[config.mk]
export PLATFORM = sky130hd
export DESIGN_NAME = arbiter_rr_param
export DESIGN_NICKNAME = d
export VERILOG_FILES = /design/src/rtl/arbiter_rr_param.sv
export SDC_FILE = /design/constraint.sdc
export NUM_CORES = 1
export LEC_CHECK = 0
export ABC_AREA = 1
export CORE_MARGIN = 2
export CORE_UTILIZATION = 55
export CTS_CLUSTER_DIAMETER = 200
export DETAILED_ROUTE_END_ITERATION = 10
export GPL_TIMING_DRIVEN = 1
export MAX_ROUTING_LAYER = met4
export PLACE_DENSITY_LB_ADDON = 0.12
export SYNTH_ARGS = -nofsm -noshare
export SYNTH_HDL_FRONTEND = slang
export SYNTH_SLANG_ARGS = --single-unit
[constraint.sdc]
create_clock -name clk -period 4.6 [get_ports clk]
set_input_delay 0.46 -clock clk [delete_from_list [all_inputs] [get_ports clk]]
set_output_delay 0.46 -clock clk [all_outputs]
set_load 0.02 [all_outputs]
[src/rtl/arbiter_rr_param.sv]
// N-port switch arbiter: runtime fixed-priority or round-robin with burst hold and fairness cap.
// Latency 1 cycle (registered one-hot grant); a requester holds its grant while asserting req, up to MAX_HOLD cycles when others wait.
module arbiter_rr_param #(
    parameter  int N        = 4,
    parameter  int MAX_HOLD = 8,
    localparam int IDW      = $clog2(N)
) (
    input  logic           clk,
    input  logic           rst,
    input  logic [N-1:0]   req,
    input  logic           mode,
    output logic [N-1:0]   gnt,
    output logic           gnt_valid,
    output logic [IDW-1:0] gnt_id
);

    localparam int HW = (MAX_HOLD > 1) ? $clog2(MAX_HOLD) : 1;

    logic [N-1:0]   gnt_q, gnt_d;
    logic [IDW-1:0] gnt_id_q, gnt_id_d;
    logic           owner_vld_q, owner_vld_d;
    logic [IDW-1:0] ptr_q, ptr_d;
    logic [HW-1:0]  hold_q, hold_d;

    logic [N-1:0]   owner_mask;
    logic [N-1:0]   cand;
    logic           owner_req;
    logic           others_req;
    logic           under_cap;
    logic           found;
    logic [IDW-1:0] win;
    int             idx;

    always_comb begin
        gnt_d       = '0;
        gnt_id_d    = '0;
        owner_vld_d = 1'b0;
        ptr_d       = ptr_q;
        hold_d      = '0;
        cand        = req;
        found       = 1'b0;
        win         = '0;
        idx         = 0;

        // The owner index is the registered gnt_id; only meaningful while owner_vld_q.
        owner_mask = N'(1) << gnt_id_q;
        owner_req  = owner_vld_q && req[gnt_id_q];
        others_req = |(req & ~owner_mask);
        under_cap  = (MAX_HOLD == 0) || (int'(hold_q) < MAX_HOLD - 1);

        if (!mode) begin
            // Fixed priority: downward scan so the lowest set bit wins last.
            for (int i = N - 1; i >= 0; i--) begin
                if (req[i]) begin
                    found = 1'b1;
                    win   = IDW'(i);
                end
            end
            if (found) begin
                gnt_d    = N'(1) << win;
                gnt_id_d = win;
            end
        end else if (owner_req && (under_cap || !others_req)) begin
            gnt_d       = gnt_q;
            gnt_id_d    = gnt_id_q;
            owner_vld_d = 1'b1;
            hold_d      = under_cap ? hold_q + HW'(1) : hold_q;
        end else begin
            if (owner_req) begin
                cand = req & ~owner_mask;
            end
            for (int i = 0; i < N; i++) begin
                idx = int'(ptr_q) + i;
                if (idx >= N) begin
                    idx = idx - N;
                end
                if (!found && cand[idx]) begin
                    found = 1'b1;
                    win   = IDW'(idx);
                end
            end
            if (found) begin
                gnt_d       = N'(1) << win;
                gnt_id_d    = win;
                owner_vld_d = 1'b1;
                ptr_d       = (int'(win) == N - 1) ? '0 : IDW'(int'(win) + 1);
            end
        end
    end

    always_ff @(posedge clk) begin
        if (rst) begin
            gnt_q       <= '0;
            gnt_id_q    <= '0;
            owner_vld_q <= 1'b0;
            ptr_q       <= '0;
            hold_q      <= '0;
        end else begin
            gnt_q       <= gnt_d;
            gnt_id_q    <= gnt_id_d;
            owner_vld_q <= owner_vld_d;
            ptr_q       <= ptr_d;
            hold_q      <= hold_d;
        end
    end

    assign gnt       = gnt_q;
    assign gnt_valid = |gnt_q;
    assign gnt_id    = gnt_id_q;

endmodule

==> flow_results.org, run 1 <==
** Outcome
- The run finished with clean final reports.

** Worst setup path
- Register-to-register setup slack :: between 2 and 2.5 ns
- For this run, the slowest stage of the critical path takes around 0.56 ns.
- Kind of cell with the highest combined delay on the critical path :: simple AND/OR/NAND/NOR gates
- CP Launch Point :: req[1]
- Logic depth of the worst register-to-register path :: 14
- The endpoint identified for the worst register-to-register timing path is ptr_q[1].
- On the critical path, the stage with the largest delay is an instance of sky130_fd_sc_hd__clkdlybuf4s50_1.
- The startpoint identified for the worst register-to-register timing path is gnt_id[0].
- Crit Path Class :: in2reg
- Counting both buffers and inverters, the worst setup path holds a total of 1.
- Critical path depth :: 19
- CP required :: roughly 4.8 ns
- STA classifies the critical path startpoint as a primary input.
- Worst path most repeated cell :: sky130_fd_sc_hd__nand2_1
- Cell chain of the critical path :: clkdlybuf4s50_1 > nand2_1 > nand2_1 > nand2_1 > nand2_2 > nand2_4 > nand2_2 > nand3_2 > nand2_1 > nand2_1 > nand2_4 > nand2_4 > nor2_4 > nand2_2 > nand2_1 > nand2_2 > ha_1 > nor3_1 > nor2_1
- For the worst setup path, the data arrival time is roughly 2.8 ns.
- Crit path capture :: ptr_q[1]
- Of all nets on the critical path, the largest fanout is 6.
- STA classifies the critical path endpoint as a flip-flop.

** Detailed routing
- The detailed router finished its first iteration with 24 violations.
- Using the TritonRoute via totals, the vias-per-cell ratio works out to about 5.5.
- The final layout contains routed wiring with a total length of 2.312 mm.
- Dividing the detail-routed wire length by the instance count gives roughly 11 um.
- Number of routed nets with antenna violations :: 0
- First-pass iteration count of the detailed router :: 4
- After detailed routing, the number of remaining DRC violations is 0.
- Total number of vias :: about 1100

** Synthesis
- After synthesis the cells add up to roughly 0.0010 mm2.
- In the post-synthesis netlist, the biggest area contributors are sky130_fd_sc_hd__dfxtp_1 23%, sky130_fd_sc_hd__nand2_1 13%, sky130_fd_sc_hd__nand3_1 11%, sky130_fd_sc_hd__inv_1 8.6%, sky130_fd_sc_hd__ha_1 6.0%.
- EDFF count, synth :: 0
- Register bit count reported by yosys :: 12
- Total number of yosys warnings :: 0
- Post-synthesis mux area share :: 0%
- After synthesis, the mean cell area works out to about 6.4 um2.
- The number of different library cells used by synthesis comes to 26.
- Sequential cells were found to cover 22.91% of the synthesized design area.
- The top cell type by area accounts for a little under a quarter of the synthesized area.
- Combinational family with the most area after synthesis :: simple AND/OR/NAND/NOR gates
- Ys flop type :: sky130_fd_sc_hd__dfxtp_1
- The synthesized netlist devotes ~6% of its cell area to adder and majority cells.
- When the netlist entered floorplanning its net count stood at roughly 180.
- The synthesized design spends more area on one cell type than any other, namely sky130_fd_sc_hd__dfxtp_1.
- After synthesis, the share of flip-flops with an asynchronous set or reset is 0%.
- Most numerous cell types in the synthesized netlist :: 35 x sky130_fd_sc_hd__nand2_1, 24 x sky130_fd_sc_hd__inv_1, 24 x sky130_fd_sc_hd__nand3_1
- Of the total synthesized cell area, the portion taken by AND, OR, NAND and NOR gates is 45.11%.
- Post-synthesis cell count :: about 160
- After Yosys synthesis, XOR and XNOR cells account for around 1.7% of the synthesized area.
- Yosys instantiated no cell more often than sky130_fd_sc_hd__nand2_1.
- The synthesized netlist devotes ~14% of its cell area to compound gates.

** Timing
- The number of slew-limit violations in the final report came to 0.
- At the pin with the least slew margin, the transition time is 0.4559 ns.
- Setup repair after global routing left no endpoint under its margin.
- Period Utilization, post-route :: a little under three fifths
- The worst pin sits at a relative slew slack of a little over two thirds.
- Final setup violation count :: 0
- After routing, the total negative slack on setup checks comes to 0 ns.
- Timing would allow up to 385.8 MHz.
- Between clock sinks in the finished design, the worst skew comes to between 0.005 and 0.006 ns.
- After layout, the minimum clock period comes to roughly 2.6 ns.
- Final-report hold violation count :: 0

** Finish
- Number of filler cells placed in the layout :: 160
- The finished cells cover 0.001216 mm2.
- 0 antenna diodes ended up in the layout.
- The post-route netlist has between 10% and 20% of its cells at a drive strength greater than 1.
- At the end of the flow, the number of nets in the layout was around 190.
- Multi-input gate area :: about 700 um2
- Register cell area after layout :: 240.2 um2
- The area growth from synthesis to layout is 15.99%.

** Run
- Across the run, the number of max-cap violations was 0.

** Floorplanning
- The floorplan step defined a die boundary enclosing 0.002271 mm2.
- Count of pins on the block boundary :: 14
- The floorplan has 15 rows.
- Chip Height :: 47.66 um
- Width of the die :: about 48 um
- The core region is 0.001764 mm2.
- For this configuration, the core starts out at a cell density of between 50 and 60%.

** Global routing
- Wire length of the first global-routing pass :: roughly 3.8 mm
- The number of antenna violations at the first check in global routing is 0.
- All-layer global routing usage :: between 20 and 25%
- Entering global routing, the biggest net connects 12 pins.
- Vias in the first global route :: 1010
- For this run the aggregate overflow at the end of global routing stands at 0.

** Min path
- Worst min path class :: reg2reg

** Clocking
- Clock-pin slew of the registers on the worst-case setup and hold paths :: 0.06 ns
- # hold bufs at CTS :: 0
- Clock buffer depth :: 2
- Gates resized during post-CTS repair numbered 0.
- Cell at the root of the clock tree :: sky130_fd_sc_hd__clkbuf_4
- CTS sink cnt :: 12
- Number of setup buffers added after CTS :: 0
- Clock insertion delay at the later pin of the skew report :: between 0.2 and 0.3 ns
- TritonCTS built the clock tree.
- CTS built an H-tree with a depth of 1.
- Number of buffers created by CTS :: 3

** Power
- Maximum vdd drop :: 0.0004222 V
- Dividing total power by cell area gives a power density of ~570 mW/mm2.
- Summed over all cells, the static leakage comes to slightly below 0.6 nW.

** Place
- Total placed instance area :: roughly 0.0012 mm2
- Detail Placement HPWL :: 1.885 mm
- Gpl congestion :: about 0.9
- Number of input and output port buffers inserted :: 13
## final cells by class
type	count	share of cell area, %
clock buffers	3	1.852
inverters	25	7.716
multi-input cells	124	57.41
flip-flops and latches	12	19.75
well taps	25	2.572
repair buffers	13	10.70
## where the power goes
| part | leakage (nW) | internal [mW] | switching, mW |
|---|---|---|---|
| Sequential | 0.0984 | 0.127 | 0.0345 |
| Clock | 0.0138 | 0.0303 | 0.0330 |
| Combinational | 0.475 | 0.174 | 0.291 |
## per-stage QoR
step	setup WS, ns	power, mW	utilization (%)	hold WS [ns]	instances
after floorplan	2.375	0.5227	-	0.4359	163
after global placement	1.806	0.6171	67.66	0.4532	199
after detailed placement	1.713	0.6352	67.66	0.4632	199
after CTS	1.999	0.6965	68.94	0.4744	202
after global routing	1.815	0.7594	68.94	0.5097	202
final	2.008	0.6910	68.94	0.4754	202
## layout by cell type, fill, tap and decap left out, types with 3 or more instances in the layout
master,count
sky130_fd_sc_hd__nand2_1,35
sky130_fd_sc_hd__inv_1,24
sky130_fd_sc_hd__nand3_1,24
sky130_fd_sc_hd__clkdlybuf4s50_1,13
sky130_fd_sc_hd__dfxtp_1,12
sky130_fd_sc_hd__a21oi_1,11
sky130_fd_sc_hd__nor2_1,11
sky130_fd_sc_hd__nand2_2,7
sky130_fd_sc_hd__nand2_4,5
sky130_fd_sc_hd__o21ai_0,5
sky130_fd_sc_hd__ha_1,5
sky130_fd_sc_hd__nand3_2,4
sky130_fd_sc_hd__o21ai_1,3
sky130_fd_sc_hd__clkbuf_4,3
## state kept, by name, indices dropped and copies added (netlist names)
signal and count:
hold_q 3, owner_vld_q 1, gnt_id 2, gnt 4
ptr_q 2
## kinds of logic after synthesis
kind of cell	count (synthesis)
fa+ha+maj	5
compound gates	26
buf+inv	27
flops	12
simple gates	91
xor+xnor	2
## worst min path at each step
stage,from,end,slack [ns],depth (start not counted)
final,hold_q[0],hold_q[0],0.48,1
after global routing,hold_q[0],hold_q[0],0.51,1
after CTS,hold_q[0],hold_q[0],0.47,1
after detailed placement,hold_q[0],hold_q[0],0.46,1
after global placement,hold_q[0],hold_q[0],0.45,1
after floorplan,hold_q[0],hold_q[0],0.44,1
## worst reg2reg max path: stages (launching register included)
cell and delay, ns:
sky130_fd_sc_hd__dfxtp_1 0.48, sky130_fd_sc_hd__inv_2 0.07, sky130_fd_sc_hd__o21ai_1 0.28, sky130_fd_sc_hd__nand3_1 0.14
sky130_fd_sc_hd__nand3_1 0.13, sky130_fd_sc_hd__nand3_2 0.11, sky130_fd_sc_hd__nand2_4 0.10, sky130_fd_sc_hd__nand2_4 0.06
sky130_fd_sc_hd__nor2_4 0.09, sky130_fd_sc_hd__nand2_2 0.08, sky130_fd_sc_hd__nand2_1 0.07, sky130_fd_sc_hd__nand2_2 0.07
sky130_fd_sc_hd__ha_1 0.29, sky130_fd_sc_hd__nor3_1 0.19, sky130_fd_sc_hd__nor2_1 0.07
## routing by layer
layer	share of wire, %	global-route usage [%]
met1	42	28.51
met2	51	40.27
met3	3.8	2.264
met4	3.1	14.59
met5	0	-
Note: power is estimated with default switching activity, not from simulation.
==> inputs of run 2 (changes only) <==
--- a/config.mk
+++ b/config.mk
@@ -7,7 +7,7 @@
 export LEC_CHECK = 0
 export ABC_AREA = 1
 export CORE_MARGIN = 2
-export CORE_UTILIZATION = 55
+export CORE_UTILIZATION = 49
 export CTS_CLUSTER_DIAMETER = 200
 export DETAILED_ROUTE_END_ITERATION = 10
 export GPL_TIMING_DRIVEN = 1
==> constraint.sdc (replaced) <==
create_clock -name clk -period 2.25 [get_ports clk]
set_input_delay 0.225 -clock clk [delete_from_list [all_inputs] [get_ports clk]]
set_output_delay 0.225 -clock clk [all_outputs]
set_load 0.02 [all_outputs]
==> run 2 against run 1 <==
  * Die area rose by 11%
  * Count of clock-buffer cells in the layout rose by 1
  * Clock skew fell by 0.0038 ns
  * Sequential cell count did not move
  * First-iteration DRC count rose by 58%
  * Worst setup slack got worse by 1.9 ns
  * Global-route usage fell by 1.1 points
  * Hold slack improved by 0.025 ns
  * Critical endpoint is now gnt[2]
  * Highest routed layer unchanged
==> flow_results.org, run 2 (synthesized netlist as in run 1, its figures left out) <==
** Floorplanning
- Standard-cell row count :: 16 (+1)
- The area of the placeable core came to 0.001982 mm2 (+12%).
- Chip Height :: 50.26 um (+5.5%)
- Width of the die :: 50.26 um (+5.5%)
- Initial Util :: 52.90% (-6.5 points)
- Count of pins on the block boundary :: 14 (unchanged)
- Total Die Area :: 0.002526 mm2 (+11%)

** Clocking
- TritonCTS built the clock tree.
- Clock-pin slew of the registers on the worst-case setup and hold paths :: 0.08 ns (+0.02 ns)
- Cell at the root of the clock tree :: sky130_fd_sc_hd__clkbuf_4
- The insertion delay to the later sink of the worst-skew pair came to 0.28 ns (about the same).
- The count of H-tree levels built during CTS is 1 (unchanged).
- # hold bufs at CTS :: 0 (unchanged)
- Number of buffers created by CTS :: 3 (unchanged)
- Clock buffer depth :: 2 (unchanged)
- CTS sink cnt :: 12 (unchanged)

** Timing
- The setup TNS came to 0 ns (unchanged).
- Final Skew :: 0.001660 ns (-0.003767 ns)
- Setup repair after global routing could not meet its margin everywhere.
- Final setup violation count :: 0 (unchanged)
- The worst max-slew margin expressed relative to the limit came to 73.03% (+3.6 points).
- Period Utilization, post-route :: a little over nine tenths
- Highest clock rate :: between 400 and 500 MHz
- Post-layout minimum cycle time :: 2.148 ns
- The number of slew-limit violations in the final report came to 0 (unchanged).
- Final-report hold violation count :: 0 (unchanged)
- The actual transition at the worst max-transition pin came to 0.4031 ns (-0.05284 ns).

** Finish
- The final instance count without filler cells was 226 (+12%).
- Post-route standard cell area excluding fillers :: 0.001510 mm2 (+24%)
- In the layout the commonest cells are 27 x sky130_fd_sc_hd__nand2_1, 23 x sky130_fd_sc_hd__inv_1, 20 x sky130_fd_sc_hd__buf_4.
- Most frequent standard cell in the layout excluding fill and tap cells :: sky130_fd_sc_hd__nand2_1
- The antenna diode instance count came to 0 (unchanged).
- Flip-flop count of the largest register after layout :: 4 (unchanged)
- Final layout net count :: 212 (+11%)
- The filler cell count was 161 (+0.63%).
- Relative to the synthesized area, the layout overhead comes to 44.03%.
- The proportion of layout cells with a drive suffix above 1 is 34.17% (+21 points).

** Detailed routing
- Number of routed nets with antenna violations :: 0 (unchanged)
- The number of remaining DRC errors was 0 (unchanged).
- The final routed wire length divided by cell count came to 12.96 um (+13%).
- The via-per-instance ratio is 5.239 (-4.6%).
- The final wirelength is 2.928 mm (+27%).
- First-pass iteration count of the detailed router :: 4 (unchanged)
- Total number of vias :: 1184 (+6.8%)
- Detailed Route Iter0 Violations :: 38 (+58%)

** Worst setup path
- Logic depth of the worst register-to-register path :: 20 (+6)
- The maximum fanout encountered on the critical timing path is 6 (unchanged).
- Cell chain of the critical path :: inv_2 > nand2_1 > nand2_1 > nand2_1 > nand2_2 > nand2_4 > nand2_4 > nand3_4 > nand3_2 > nand2_4 > nand2_1 > nand2_2 > nor2_2 > nand2_2 > nand2_4 > buf_6 > inv_4 > ha_1 > nand2_1 > a21oi_2
- The maximum single-stage delay on the critical path came to 0.37 ns (-0.19 ns).
- The data required time at the worst endpoint was 2.43 ns (-2.33 ns).
- Register-to-register setup slack :: 0.10 ns (-2.16 ns)
- The worst register-to-register path begins at gnt_id[0].
- The worst register-to-register path ends at gnt[2].
- CP Launch Point :: gnt_id[0]
- STA classifies the critical path endpoint as a flip-flop.
- The slowest stage of the critical path is the sky130_fd_sc_hd__dfxtp_4 cell.
- Sort of element at the start of the critical path :: flip-flop
- Crit path arrival time :: 2.33 ns (-0.42 ns)
- Worst path most repeated cell :: sky130_fd_sc_hd__nand2_1
- The critical path is of the reg2reg type.

** Min path
- End point of the most critical hold path :: hold_q[0]
- The tightest min-delay check is of the reg2reg type.
- The cell depth of the worst hold path is 1 (unchanged).
- Hold wc startpoint :: hold_q[0]

** Global routing
- Wire length of the first global-routing pass :: 4.540 mm (+19%)
- All-layer global routing usage :: 23.31% (-1.1 points)
- Antenna violations before repair :: 0 (unchanged)
- Vias in the first global route :: 1136 (+12%)
- GRT Residual Overflow :: 0 (unchanged)
- The maximum number of pins on one net before global-route repair came to 8 (-4).

** Power
- Maximum vdd drop :: 0.0009320 V (+120%)
- Sw power :: 0.9488 mW (+160%)
- The total power after layout was 1.936 mW (+180%).
- Pwr per Cell Area :: 1282 mW/mm2 (+130%)
- LEAKAGE :: 0.7142 nW (+22%)
- The sequential share of power was 15.9% (-7.5 points).
- The switching share of power came to 49.00% (-2.9 points).
- Clock group share of total power :: 9.3% (about the same)
- Combinational group share of total power :: 74.9% (+7.5 points)
- The internal power consumption came to 0.9876 mW (+200%).

** Run
- The number of maximum-capacitance violations came to 0 (unchanged).

** Place
- Detail Placement HPWL :: 2.125 mm (+13%)
- The area after detailed placement came to 0.001346 mm2 (+13%).
- The cell count after placement is 221 (+11%).
- The number of port buffers is 13 (unchanged).
- The global placer's final weighted congestion came to 0.9061 (-0.31%).

** Outcome
- The flow ran to the end, and the final reports show no timing, DRC or antenna violations.
## run 2: repair_timing
item,4_1_cts,5_1_grt
setup buffers,0,1
endpoints found under the setup margin,0,5
gates resized for setup,0,31
## run 2: how the worst max path moves through the flow
stage / to / cells after the start
after detailed placement: ptr_q[1] / 19
after CTS: ptr_q[1] / 18
after floorplan: ptr_q[1] / 18
after global routing: gnt[2] / 20
final: gnt[2] / 20
after global placement: ptr_q[1] / 17
## run 2: routing by layer
metal  vias to the layer above  track usage (%)  wire length (um)
li1                        604                -                 -
met1                       537            28.07              1247
met2                        38            39.04              1492
met3                         5            2.679               137
met4                         0            10.19                51
met5                         -                -                 0
## run 2: critical path: cells and delay by family (launching register included)
kind / cells / cell delay, ns
flops: 1 / 0.37
compound gates: 1 / 0.05
simple gates: 15 / 1.24
buf+inv: 3 / 0.22
fa+ha+maj: 1 / 0.18
## run 2: layout make-up
cell class / instances / area, um2 / area share, %
clock buffer: 4 / 36.28 / 2.403
inverter: 25 / 96.34 / 6.379
multi-input combinational: 124 / 805.8 / 53.36
sequential: 12 / 244.0 / 16.16
tap: 27 / 33.78 / 2.237
timing repair buffer: 34 / 294.0 / 19.47
## run 2: power groups by stage
| stage | combinational [mW] | sequential, mW | clock, mW |
|---|---|---|---|
| final | 1.45 | 0.307 | 0.179 |
| after floorplan | 0.734 | 0.335 | 0 |
| after detailed placement | 1.18 | 0.307 | 0 |
| after global routing | 1.59 | 0.313 | 0.191 |
| after CTS | 1.18 | 0.302 | 0.179 |
| after global placement | 1.15 | 0.304 | 0 |
## run 2: per-stage QoR
stage                     setup slack (ns)  util [%]  hold slack, ns
final                               0.1021     76.20          0.5007
after global routing               -0.1043     76.20          0.5171
after CTS                          0.05554     69.76          0.5025
after detailed placement           -0.1945     67.93          0.4917
after global placement             -0.1225     67.93          0.4519
after floorplan                    0.02532         -          0.2941
